--- src/rtl/hog_bank_wr_arbiter_if.sv ---
// Bank write-side bus for the HOG BRAM write arbiter: host pixel writes,
// engine result writes, the arbitrated BRAM port-A and FIFO status.
interface hog_bank_wr_arbiter_if #(
    parameter int NUM_BANKS = 4,
    parameter int RAM_AW    = 17,
    parameter int QN        = 10,
    parameter int P_WIDTH   = 8
);
    logic [NUM_BANKS-1:0]         host_wvalid;
    logic [NUM_BANKS-1:0]         host_wready;
    logic [NUM_BANKS*RAM_AW-1:0]  host_waddr;
    logic [NUM_BANKS*P_WIDTH-1:0] host_wdata;

    logic [NUM_BANKS-1:0]         eng_wen;
    logic [NUM_BANKS*RAM_AW-1:0]  eng_waddr;
    logic [NUM_BANKS*QN-1:0]      eng_wdata;

    logic [NUM_BANKS-1:0]         bram_en;
    logic [NUM_BANKS-1:0]         bram_we;
    logic [NUM_BANKS*RAM_AW-1:0]  bram_addr;
    logic [NUM_BANKS*QN-1:0]      bram_din;

    logic [NUM_BANKS-1:0]         fifo_empty;

    // Requester side: host and engine drive writes, observe the BRAM port.
    modport master (
        output host_wvalid, host_waddr, host_wdata,
        output eng_wen, eng_waddr, eng_wdata,
        input  host_wready, bram_en, bram_we, bram_addr, bram_din, fifo_empty
    );

    // Arbiter side.
    modport slave (
        input  host_wvalid, host_waddr, host_wdata,
        input  eng_wen, eng_waddr, eng_wdata,
        output host_wready, bram_en, bram_we, bram_addr, bram_din, fifo_empty
    );
endinterface

--- src/rtl/hog_bank_wr_arbiter.sv ---
// Per-bank BRAM port-A write arbiter for the HOG engine. Each bank buffers
// host raw-pixel writes in a small FIFO; engine result writes always win the
// port and the stalled host cycles are counted. Also carries the registered
// pixel source mux (scaler / ramp / constant) feeding the HOG engine.
module hog_bank_wr_arbiter #(
    parameter int NUM_BANKS  = 4,
    parameter int RAM_AW     = 17,
    parameter int QN         = 10,
    parameter int P_WIDTH    = 8,
    parameter int FIFO_DEPTH = 4,
    parameter int TEST_WRAP  = 32
) (
    input  logic                     aclk,
    input  logic                     rst,
    hog_bank_wr_arbiter_if.slave     bus,
    output logic [NUM_BANKS*16-1:0]  preempt_cnt,
    input  logic                     cnt_clr,
    input  logic [1:0]               test_mode,
    input  logic [P_WIDTH-1:0]       test_const,
    input  logic [P_WIDTH-1:0]       p_in,
    input  logic                     p_in_valid,
    input  logic                     finish,
    output logic [P_WIDTH-1:0]       p_out,
    output logic                     p_out_valid
);

    localparam int PW = $clog2(FIFO_DEPTH);
    localparam int EW = RAM_AW + P_WIDTH;
    localparam logic [P_WIDTH-1:0] RAMP_MAX = P_WIDTH'(TEST_WRAP - 1);

    // Saturating 16-bit increment for the preemption counters.
    function automatic logic [15:0] sat_inc16(input logic [15:0] v);
        return (v == 16'hFFFF) ? v : v + 16'd1;
    endfunction

    // Zero-extend a host pixel to the BRAM word width.
    function automatic logic [QN-1:0] zext_pix(input logic [P_WIDTH-1:0] d);
        logic [QN-1:0] r;
        r = '0;
        r[P_WIDTH-1:0] = d;
        return r;
    endfunction

    genvar b;
    generate
        for (b = 0; b < NUM_BANKS; b++) begin : gen_bank
            logic [EW-1:0]     mem [FIFO_DEPTH];
            logic [PW:0]       wr_ptr;
            logic [PW:0]       wr_ptr_vis;
            logic [PW:0]       rd_ptr;
            logic              full;
            logic              empty;
            logic              avail;
            logic              push;
            logic              pop;
            logic              eng;
            logic [EW-1:0]     head;
            logic              en_p1;
            logic              we_p1;
            logic [RAM_AW-1:0] addr_p1;
            logic [QN-1:0]     din_p1;
            logic [15:0]       cnt_q;

            // Extra pointer bit separates full from empty when the low bits match.
            assign full  = (wr_ptr[PW] != rd_ptr[PW]) &&
                           (wr_ptr[PW-1:0] == rd_ptr[PW-1:0]);
            assign empty = (wr_ptr == rd_ptr);
            // An entry becomes eligible to pop one cycle after it lands, so a
            // push never bypasses the FIFO straight onto the BRAM port.
            assign avail = (wr_ptr_vis != rd_ptr);
            assign eng   = bus.eng_wen[b];
            assign push  = bus.host_wvalid[b] & ~full;
            assign pop   = ~eng & avail;
            assign head  = mem[rd_ptr[PW-1:0]];

            assign bus.host_wready[b]                = ~full;
            assign bus.fifo_empty[b]                 = empty;
            assign bus.bram_en[b]                    = en_p1;
            assign bus.bram_we[b]                    = we_p1;
            assign bus.bram_addr[b*RAM_AW +: RAM_AW] = addr_p1;
            assign bus.bram_din[b*QN +: QN]          = din_p1;
            assign preempt_cnt[b*16 +: 16]           = cnt_q;

            // FIFO storage: data only, no reset needed.
            always_ff @(posedge aclk) begin
                if (push) begin
                    mem[wr_ptr[PW-1:0]] <= {bus.host_waddr[b*RAM_AW +: RAM_AW],
                                            bus.host_wdata[b*P_WIDTH +: P_WIDTH]};
                end
            end

            // FIFO pointers; wr_ptr_vis trails wr_ptr by one cycle.
            always_ff @(posedge aclk or posedge rst) begin
                if (rst) begin
                    wr_ptr     <= '0;
                    wr_ptr_vis <= '0;
                    rd_ptr     <= '0;
                end else begin
                    if (push) wr_ptr <= wr_ptr + 1'b1;
                    wr_ptr_vis <= wr_ptr;
                    if (pop) rd_ptr <= rd_ptr + 1'b1;
                end
            end

            // BRAM port-A register: engine first, then FIFO head, else idle.
            always_ff @(posedge aclk or posedge rst) begin
                if (rst) begin
                    en_p1   <= 1'b0;
                    we_p1   <= 1'b0;
                    addr_p1 <= '0;
                    din_p1  <= '0;
                end else if (eng) begin
                    en_p1   <= 1'b1;
                    we_p1   <= 1'b1;
                    addr_p1 <= bus.eng_waddr[b*RAM_AW +: RAM_AW];
                    din_p1  <= bus.eng_wdata[b*QN +: QN];
                end else if (pop) begin
                    en_p1   <= 1'b1;
                    we_p1   <= 1'b1;
                    addr_p1 <= head[EW-1:P_WIDTH];
                    din_p1  <= zext_pix(head[P_WIDTH-1:0]);
                end else begin
                    en_p1   <= 1'b0;
                    we_p1   <= 1'b0;
                end
            end

            // Preemption counter: host data waiting while the engine holds the port.
            always_ff @(posedge aclk or posedge rst) begin
                if (rst) begin
                    cnt_q <= '0;
                end else if (cnt_clr) begin
                    cnt_q <= '0;
                end else if (eng && !empty) begin
                    cnt_q <= sat_inc16(cnt_q);
                end
            end
        end
    endgenerate

    logic [P_WIDTH-1:0] ramp_q;
    logic [P_WIDTH-1:0] pix_sel;
    logic [P_WIDTH-1:0] pix_p1;
    logic               vld_p1;

    // Ramp counter runs in every mode; finish restarts it.
    always_ff @(posedge aclk or posedge rst) begin
        if (rst) begin
            ramp_q <= '0;
        end else if (finish) begin
            ramp_q <= '0;
        end else if (p_in_valid) begin
            ramp_q <= (ramp_q == RAMP_MAX) ? '0 : ramp_q + 1'b1;
        end
    end

    // Pixel source select; ramp mode shows the pre-increment count.
    always_comb begin
        pix_sel = p_in;
        case (test_mode)
            2'b01:   pix_sel = ramp_q;
            2'b10:   pix_sel = test_const;
            default: pix_sel = p_in;
        endcase
    end

    // Pixel output register, one cycle behind the scaler.
    always_ff @(posedge aclk or posedge rst) begin
        if (rst) begin
            pix_p1 <= '0;
            vld_p1 <= 1'b0;
        end else begin
            pix_p1 <= pix_sel;
            vld_p1 <= p_in_valid;
        end
    end

    assign p_out       = pix_p1;
    assign p_out_valid = vld_p1;

endmodule
--- src/flat_wrapper.sv ---
// flat-port wrapper written by rule: the top's interface ports become plain ports
module hog_bank_wr_arbiter_flat 
#(
    parameter int NUM_BANKS  = 4,
    parameter int RAM_AW     = 17,
    parameter int QN         = 10,
    parameter int P_WIDTH    = 8,
    parameter int FIFO_DEPTH = 4,
    parameter int TEST_WRAP  = 32
)
  (aclk, rst, preempt_cnt, cnt_clr, test_mode, test_const, p_in, p_in_valid, finish, p_out, p_out_valid, bus_host_wvalid, bus_host_waddr, bus_host_wdata, bus_eng_wen, bus_eng_waddr, bus_eng_wdata, bus_host_wready, bus_bram_en, bus_bram_we, bus_bram_addr, bus_bram_din, bus_fifo_empty);
  hog_bank_wr_arbiter_if #(.NUM_BANKS(NUM_BANKS), .RAM_AW(RAM_AW), .QN(QN), .P_WIDTH(P_WIDTH)) bus_i ();
  input  logic aclk;
  input  logic rst;
  output logic [NUM_BANKS*16-1:0] preempt_cnt;
  input  logic cnt_clr;
  input  logic [1:0] test_mode;
  input  logic [P_WIDTH-1:0] test_const;
  input  logic [P_WIDTH-1:0] p_in;
  input  logic p_in_valid;
  input  logic finish;
  output logic [P_WIDTH-1:0] p_out;
  output logic p_out_valid;
  input wire logic [$bits(bus_i.host_wvalid)-1:0] bus_host_wvalid;
  input wire logic [$bits(bus_i.host_waddr)-1:0] bus_host_waddr;
  input wire logic [$bits(bus_i.host_wdata)-1:0] bus_host_wdata;
  input wire logic [$bits(bus_i.eng_wen)-1:0] bus_eng_wen;
  input wire logic [$bits(bus_i.eng_waddr)-1:0] bus_eng_waddr;
  input wire logic [$bits(bus_i.eng_wdata)-1:0] bus_eng_wdata;
  output wire logic [$bits(bus_i.host_wready)-1:0] bus_host_wready;
  output wire logic [$bits(bus_i.bram_en)-1:0] bus_bram_en;
  output wire logic [$bits(bus_i.bram_we)-1:0] bus_bram_we;
  output wire logic [$bits(bus_i.bram_addr)-1:0] bus_bram_addr;
  output wire logic [$bits(bus_i.bram_din)-1:0] bus_bram_din;
  output wire logic [$bits(bus_i.fifo_empty)-1:0] bus_fifo_empty;
  assign bus_i.host_wvalid = bus_host_wvalid;
  assign bus_i.host_waddr = bus_host_waddr;
  assign bus_i.host_wdata = bus_host_wdata;
  assign bus_i.eng_wen = bus_eng_wen;
  assign bus_i.eng_waddr = bus_eng_waddr;
  assign bus_i.eng_wdata = bus_eng_wdata;
  assign bus_host_wready = bus_i.host_wready;
  assign bus_bram_en = bus_i.bram_en;
  assign bus_bram_we = bus_i.bram_we;
  assign bus_bram_addr = bus_i.bram_addr;
  assign bus_bram_din = bus_i.bram_din;
  assign bus_fifo_empty = bus_i.fifo_empty;
  hog_bank_wr_arbiter #(.NUM_BANKS(NUM_BANKS), .RAM_AW(RAM_AW), .QN(QN), .P_WIDTH(P_WIDTH), .FIFO_DEPTH(FIFO_DEPTH), .TEST_WRAP(TEST_WRAP)) u_core (.aclk(aclk), .rst(rst), .bus(bus_i), .preempt_cnt(preempt_cnt), .cnt_clr(cnt_clr), .test_mode(test_mode), .test_const(test_const), .p_in(p_in), .p_in_valid(p_in_valid), .finish(finish), .p_out(p_out), .p_out_valid(p_out_valid));
endmodule
--- config.mk ---
export PLATFORM = sky130hd
export DESIGN_NAME = hog_bank_wr_arbiter_flat
export DESIGN_NICKNAME = d
export VERILOG_FILES = /design/src/rtl/hog_bank_wr_arbiter_if.sv /design/src/rtl/hog_bank_wr_arbiter.sv /design/src/flat_wrapper.sv
export SDC_FILE = /design/constraint.sdc
export NUM_CORES = 1
export LEC_CHECK = 0
export CORE_UTILIZATION = 55
export CTS_CLUSTER_SIZE = 20
export DETAILED_ROUTE_END_ITERATION = 10
export PLACE_DENSITY = 0.89
export SETUP_SLACK_MARGIN = 0.1
export SYNTH_ARGS = -nofsm -noshare
export SYNTH_HDL_FRONTEND = slang
export SYNTH_SLANG_ARGS = --single-unit
--- constraint.sdc ---
create_clock -name aclk -period 21.1 [get_ports aclk]
set_input_delay 5.275 -clock aclk [delete_from_list [all_inputs] [get_ports aclk]]
set_output_delay 5.275 -clock aclk [all_outputs]
set_load 0.02 [all_outputs]
==> results.rst <==
.. list-table::
   :header-rows: 1

   * - Metric
     - Value
   * - Synthesized-area fraction occupied by ao, oa, aoi and oai cells
     - 0.04053
   * - Count of endpoints failing hold in the final timing report
     - 0
   * - Ranking of synthesized cells by area
     - sky130_fd_sc_hd__edfxtp_1, sky130_fd_sc_hd__dfrtp_1, sky130_fd_sc_hd__mux4_2, sky130_fd_sc_hd__mux2i_1, sky130_fd_sc_hd__o21ai_0
   * - Vias in the first global route
     - 16740
   * - Number of levels in the clock H-tree
     - 2
   * - CP Cell Sequence
     - xor2_1 > or3_1 > inv_1 > clkdlybuf4s50_1
   * - Worst slew margin
     - 0.3399
   * - Maximum fanout along the worst path
     - 29
   * - Syn_area_per_cell
     - 15.88 um2
   * - I/O pin total
     - 436
   * - Number of vias after detailed routing
     - 15880
   * - Setup total negative slack
     - 0 ns
   * - MaxCap Viol Count
     - 0
   * - Power Total
     - roughly 4.5 mW
   * - Clock Latency Late Sink
     - 0.62 ns
   * - Worst-margin pin slew
     - 0.9901 ns
   * - Result of the run
     - finished clean
   * - # fillers
     - 2723
   * - Number of nets still failing antenna checks after routing
     - 0
   * - Highest-utilization routing layer at the global route stage
     - met2
   * - Min-Delay Path Depth
     - 0
   * - Worst-case clock buffer depth
     - 3
   * - Horiz. Die Dim
     - 218.5 um
   * - Global-route met1 utilization
     - 0.3053
   * - Wire per inst
     - 22.63 um
   * - LEAKAGE
     - 12.46 nW
   * - First-pass GRT wire length
     - about 93000 um
   * - Proportion of synthesized area in mux cells
     - 0.1305
   * - Register area share after synthesis
     - 0.6883
   * - Non-filler instance count after layout
     - 2723
   * - Commonest non-fill, non-tap cell in the layout
     - sky130_fd_sc_hd__clkdlybuf4s50_1
   * - Path depth of the worst reg2reg path
     - 5
   * - Crit Path Class
     - flip-flop to output port
   * - Endpoints failing setup
     - 0
   * - Net Count, Synth
     - 1889
   * - Largest clock skew in the final design
     - 0.02193 ns
   * - Data required, critical path
     - between 15 and 20 ns
   * - Hold-fix buffer count after cts
     - 0
   * - YS warnings
     - 0
   * - Number of flops mapped to enable cells by yosys
     - 400
   * - Placeable Area
     - 45770 um2
   * - Area of the die
     - 47740 um2
   * - HPWL after DPL
     - 39660 um
   * - Simple logic cell fraction of the synthesized area
     - 0.07339
   * - Netlist Area Pre-Place
     - between 20000 and 30000 um2
   * - Min-Delay Path Class
     - flip-flop to flip-flop
   * - Adder-Cell Fraction of Synth Area
     - 0.01311
   * - Most frequent cells in the layout
     - sky130_fd_sc_hd__clkdlybuf4s50_1, sky130_fd_sc_hd__edfxtp_1, sky130_fd_sc_hd__dfrtp_1
   * - Worst Setup End Kind
     - output port
   * - Clock Tree Root
     - sky130_fd_sc_hd__clkbuf_16
   * - Placement row count
     - 78
   * - Setup repair after global routing missed its margin
     - no
   * - CTS buffer count
     - 61
   * - Top_reg_cell synth
     - sky130_fd_sc_hd__edfxtp_1
   * - Data arrival time of the worst path
     - 3.14 ns
   * - Fraction of registers with async set/reset
     - 0.3641
   * - Drt total wl
     - 61630 um
   * - Clock slew at reported path FFs
     - 0.06 ns
   * - Utilization after layout
     - 0.7155
   * - Synthesized flop and latch total
     - 629
   * - Antenna violations before repair
     - 5
   * - # placed instances
     - 2602
   * - Global routing met2 resource utilization
     - 0.4483
   * - Overall die height
     - around 220 um
   * - Area grow syn2layout
     - 27.06%
   * - Period Utilization, post-route
     - 0.3990
   * - Post-CTS setup buffers
     - 0
   * - Largest stage delay, worst path
     - 1.02 ns
   * - Largest net degree at the start of global routing
     - 118
   * - Time the worst path needs with I/O delays and setup
     - 8.419 ns
   * - Dominant combinational cell family by area after synthesis
     - multiplexers
   * - Clock tree from TritonCTS
     - built
   * - Cell type with the largest total area after synthesis
     - sky130_fd_sc_hd__edfxtp_1
   * - Total grt overflow
     - 0
   * - Avg Vias per Cell
     - 5.831
   * - Total clock sinks
     - 629
   * - CP Depth
     - 4
   * - Total iterations of the first detailed-routing run
     - 7
   * - CP max stage cell
     - sky130_fd_sc_hd__dfrtp_2
   * - Overall routing resource usage
     - 0.2555
   * - Ratio of cells with drive above 1 in the final layout
     - 0.1218
   * - Count of input and output buffers
     - 435
   * - GPL Wtd Cong
     - a little over 0.8
   * - Layout net count
     - between 2000 and 2500
   * - Power per standard cell area
     - 136.0 nW/um2
   * - Maximum clock frequency
     - 118.8 MHz
   * - Global Route met3 Usage
     - 0.04412
   * - Count of cells resized by post-cts repair
     - 0
   * - Xor/xnor cell area share of the yosys netlist
     - 0.03383
   * - Count of unresolved DRC violations after routing
     - 0
   * - Starting DRC count in detailed routing
     - 1124
   * - Largest delay share family, worst path
     - flip-flops
   * - Buf/Inv on CP
     - 2
   * - Crit path launch type
     - flip-flop
   * - Area fraction of the dominant cell type after synthesis
     - 0.4660
   * - Effective utilization at floorplan
     - 0.5631
   * - VDD IR max
     - 0.1217 mV
   * - Cells after synthesis
     - approximately 1600
   * - Yosys cell types
     - a little over 60
   * - Number of pins with negative max-slew slack in the final report
     - 0
## cell families (layout without fill, tap and decap cells)
family                   count (synthesis)  in the layout
flip-flops                             629            629
AND/OR/NAND/NOR                        381            381
adder cells (fa/ha/maj)                 27             27
other                                    0              5
AO/OA/AOI/OAI                          175            175
XOR/XNOR                                97             97
multiplexers                           209            209
buffers and inverters                  105            600
## worst reg2reg max path: stages, from the launching register on
cell and delay, ns:
sky130_fd_sc_hd__dfrtp_2 1.02, sky130_fd_sc_hd__xor2_1 0.46, sky130_fd_sc_hd__nor2_1 0.09, sky130_fd_sc_hd__nand2_1 0.19
sky130_fd_sc_hd__and3_1 0.62, sky130_fd_sc_hd__buf_4 0.38
## cells in the mapped netlist, types with 11 or more instances
cell / n
sky130_fd_sc_hd__edfxtp_1: 400
sky130_fd_sc_hd__dfrtp_1: 229
sky130_fd_sc_hd__nand2_1: 148
sky130_fd_sc_hd__o21ai_0: 128
sky130_fd_sc_hd__mux2i_1: 102
sky130_fd_sc_hd__mux4_2: 97
sky130_fd_sc_hd__nor2_1: 70
sky130_fd_sc_hd__xnor2_1: 51
sky130_fd_sc_hd__clkbuf_1: 44
sky130_fd_sc_hd__xor2_1: 43
sky130_fd_sc_hd__nand4_1: 31
sky130_fd_sc_hd__nand3_1: 29
sky130_fd_sc_hd__ha_1: 27
sky130_fd_sc_hd__and3_1: 22
sky130_fd_sc_hd__buf_4: 21
sky130_fd_sc_hd__inv_1: 19
sky130_fd_sc_hd__buf_2: 17
sky130_fd_sc_hd__nor3_1: 17
sky130_fd_sc_hd__or3_1: 11
## layout make-up
type,instances,area [um2],share of cell area
flip-flops and latches,629,17750,0.5418
multi-input cells,889,7510,0.2293
repair buffers,465,4564,0.1394
clock buffers,91,1803,0.05505
well taps,600,750.7,0.02292
clock inverters,25,286.5,0.008748
inverters,19,78.83,0.002407
diodes,5,12.51,0.0003820
## through the flow
| step | setup slack, ns | hold slack, ns | instance area, um2 |
|---|---|---|---|
| global placement | 13.33 | 0.4169 | 30650 |
| finish | 12.68 | 0.4409 | 32750 |
| floorplan | 9.549 | 0.4089 | 25780 |
| global route | 12.44 | 0.4647 | 32750 |
| detailed placement | 13.30 | 0.4187 | 30650 |
| CTS | 12.57 | 0.4343 | 32740 |
## worst paths after layout
check / startpoint / endpoint / slack [ns]
min in group asynchronous: rst / u_core.gen_bank[1].cnt_q[9] / 5.25
max: u_core.gen_bank[3].rd_ptr[0] / bus_fifo_empty[3] / 12.68
max in group asynchronous: rst / u_core.gen_bank[3].rd_ptr[0] / 14.45
min: u_core.gen_bank[3].wr_ptr[2] / u_core.gen_bank[3].wr_ptr_vis[2] / 0.44
min reg2reg: u_core.gen_bank[3].wr_ptr[2] / u_core.gen_bank[3].wr_ptr_vis[2] / 0.44
max reg2reg: u_core.gen_bank[3].rd_ptr[0] / u_core.gen_bank[3].mem[3][14] / 18.02
## registers in the layout, summed over array words and instances, names as in the netlist
name / flops
u_core.gen_bank.wr_ptr_vis: 12
u_core.gen_bank.cnt_q: 64
u_core.gen_bank.rd_ptr: 12
u_core.gen_bank.mem: 400
u_core.gen_bank.addr_p1: 68
u_core.gen_bank.din_p1: 40
u_core.p_out_valid: 1
u_core.p_out: 8
u_core.gen_bank.wr_ptr: 12
u_core.ramp_q: 8
u_core.gen_bank.en_p1: 4
## power breakdown
group | switching, mW | internal (mW) | total, mW
Sequential | 0.181 | 1.65 | 1.83
Combinational | 0.811 | 0.697 | 1.51
Clock | 0.465 | 0.655 | 1.12
Total | 1.46 | 3.00 | 4.45
## layer usage
metal / routed length, um / share of wire / vias to the layer above
met4: 2806 / 0.046 / 2
met1: 22790 / 0.37 / 8030
li1: - / - / 7040
met3: 3735 / 0.061 / 169
met5: 12 / 0.00019 / -
met2: 32280 / 0.52 / 636
(Power assumes the default switching activity.)
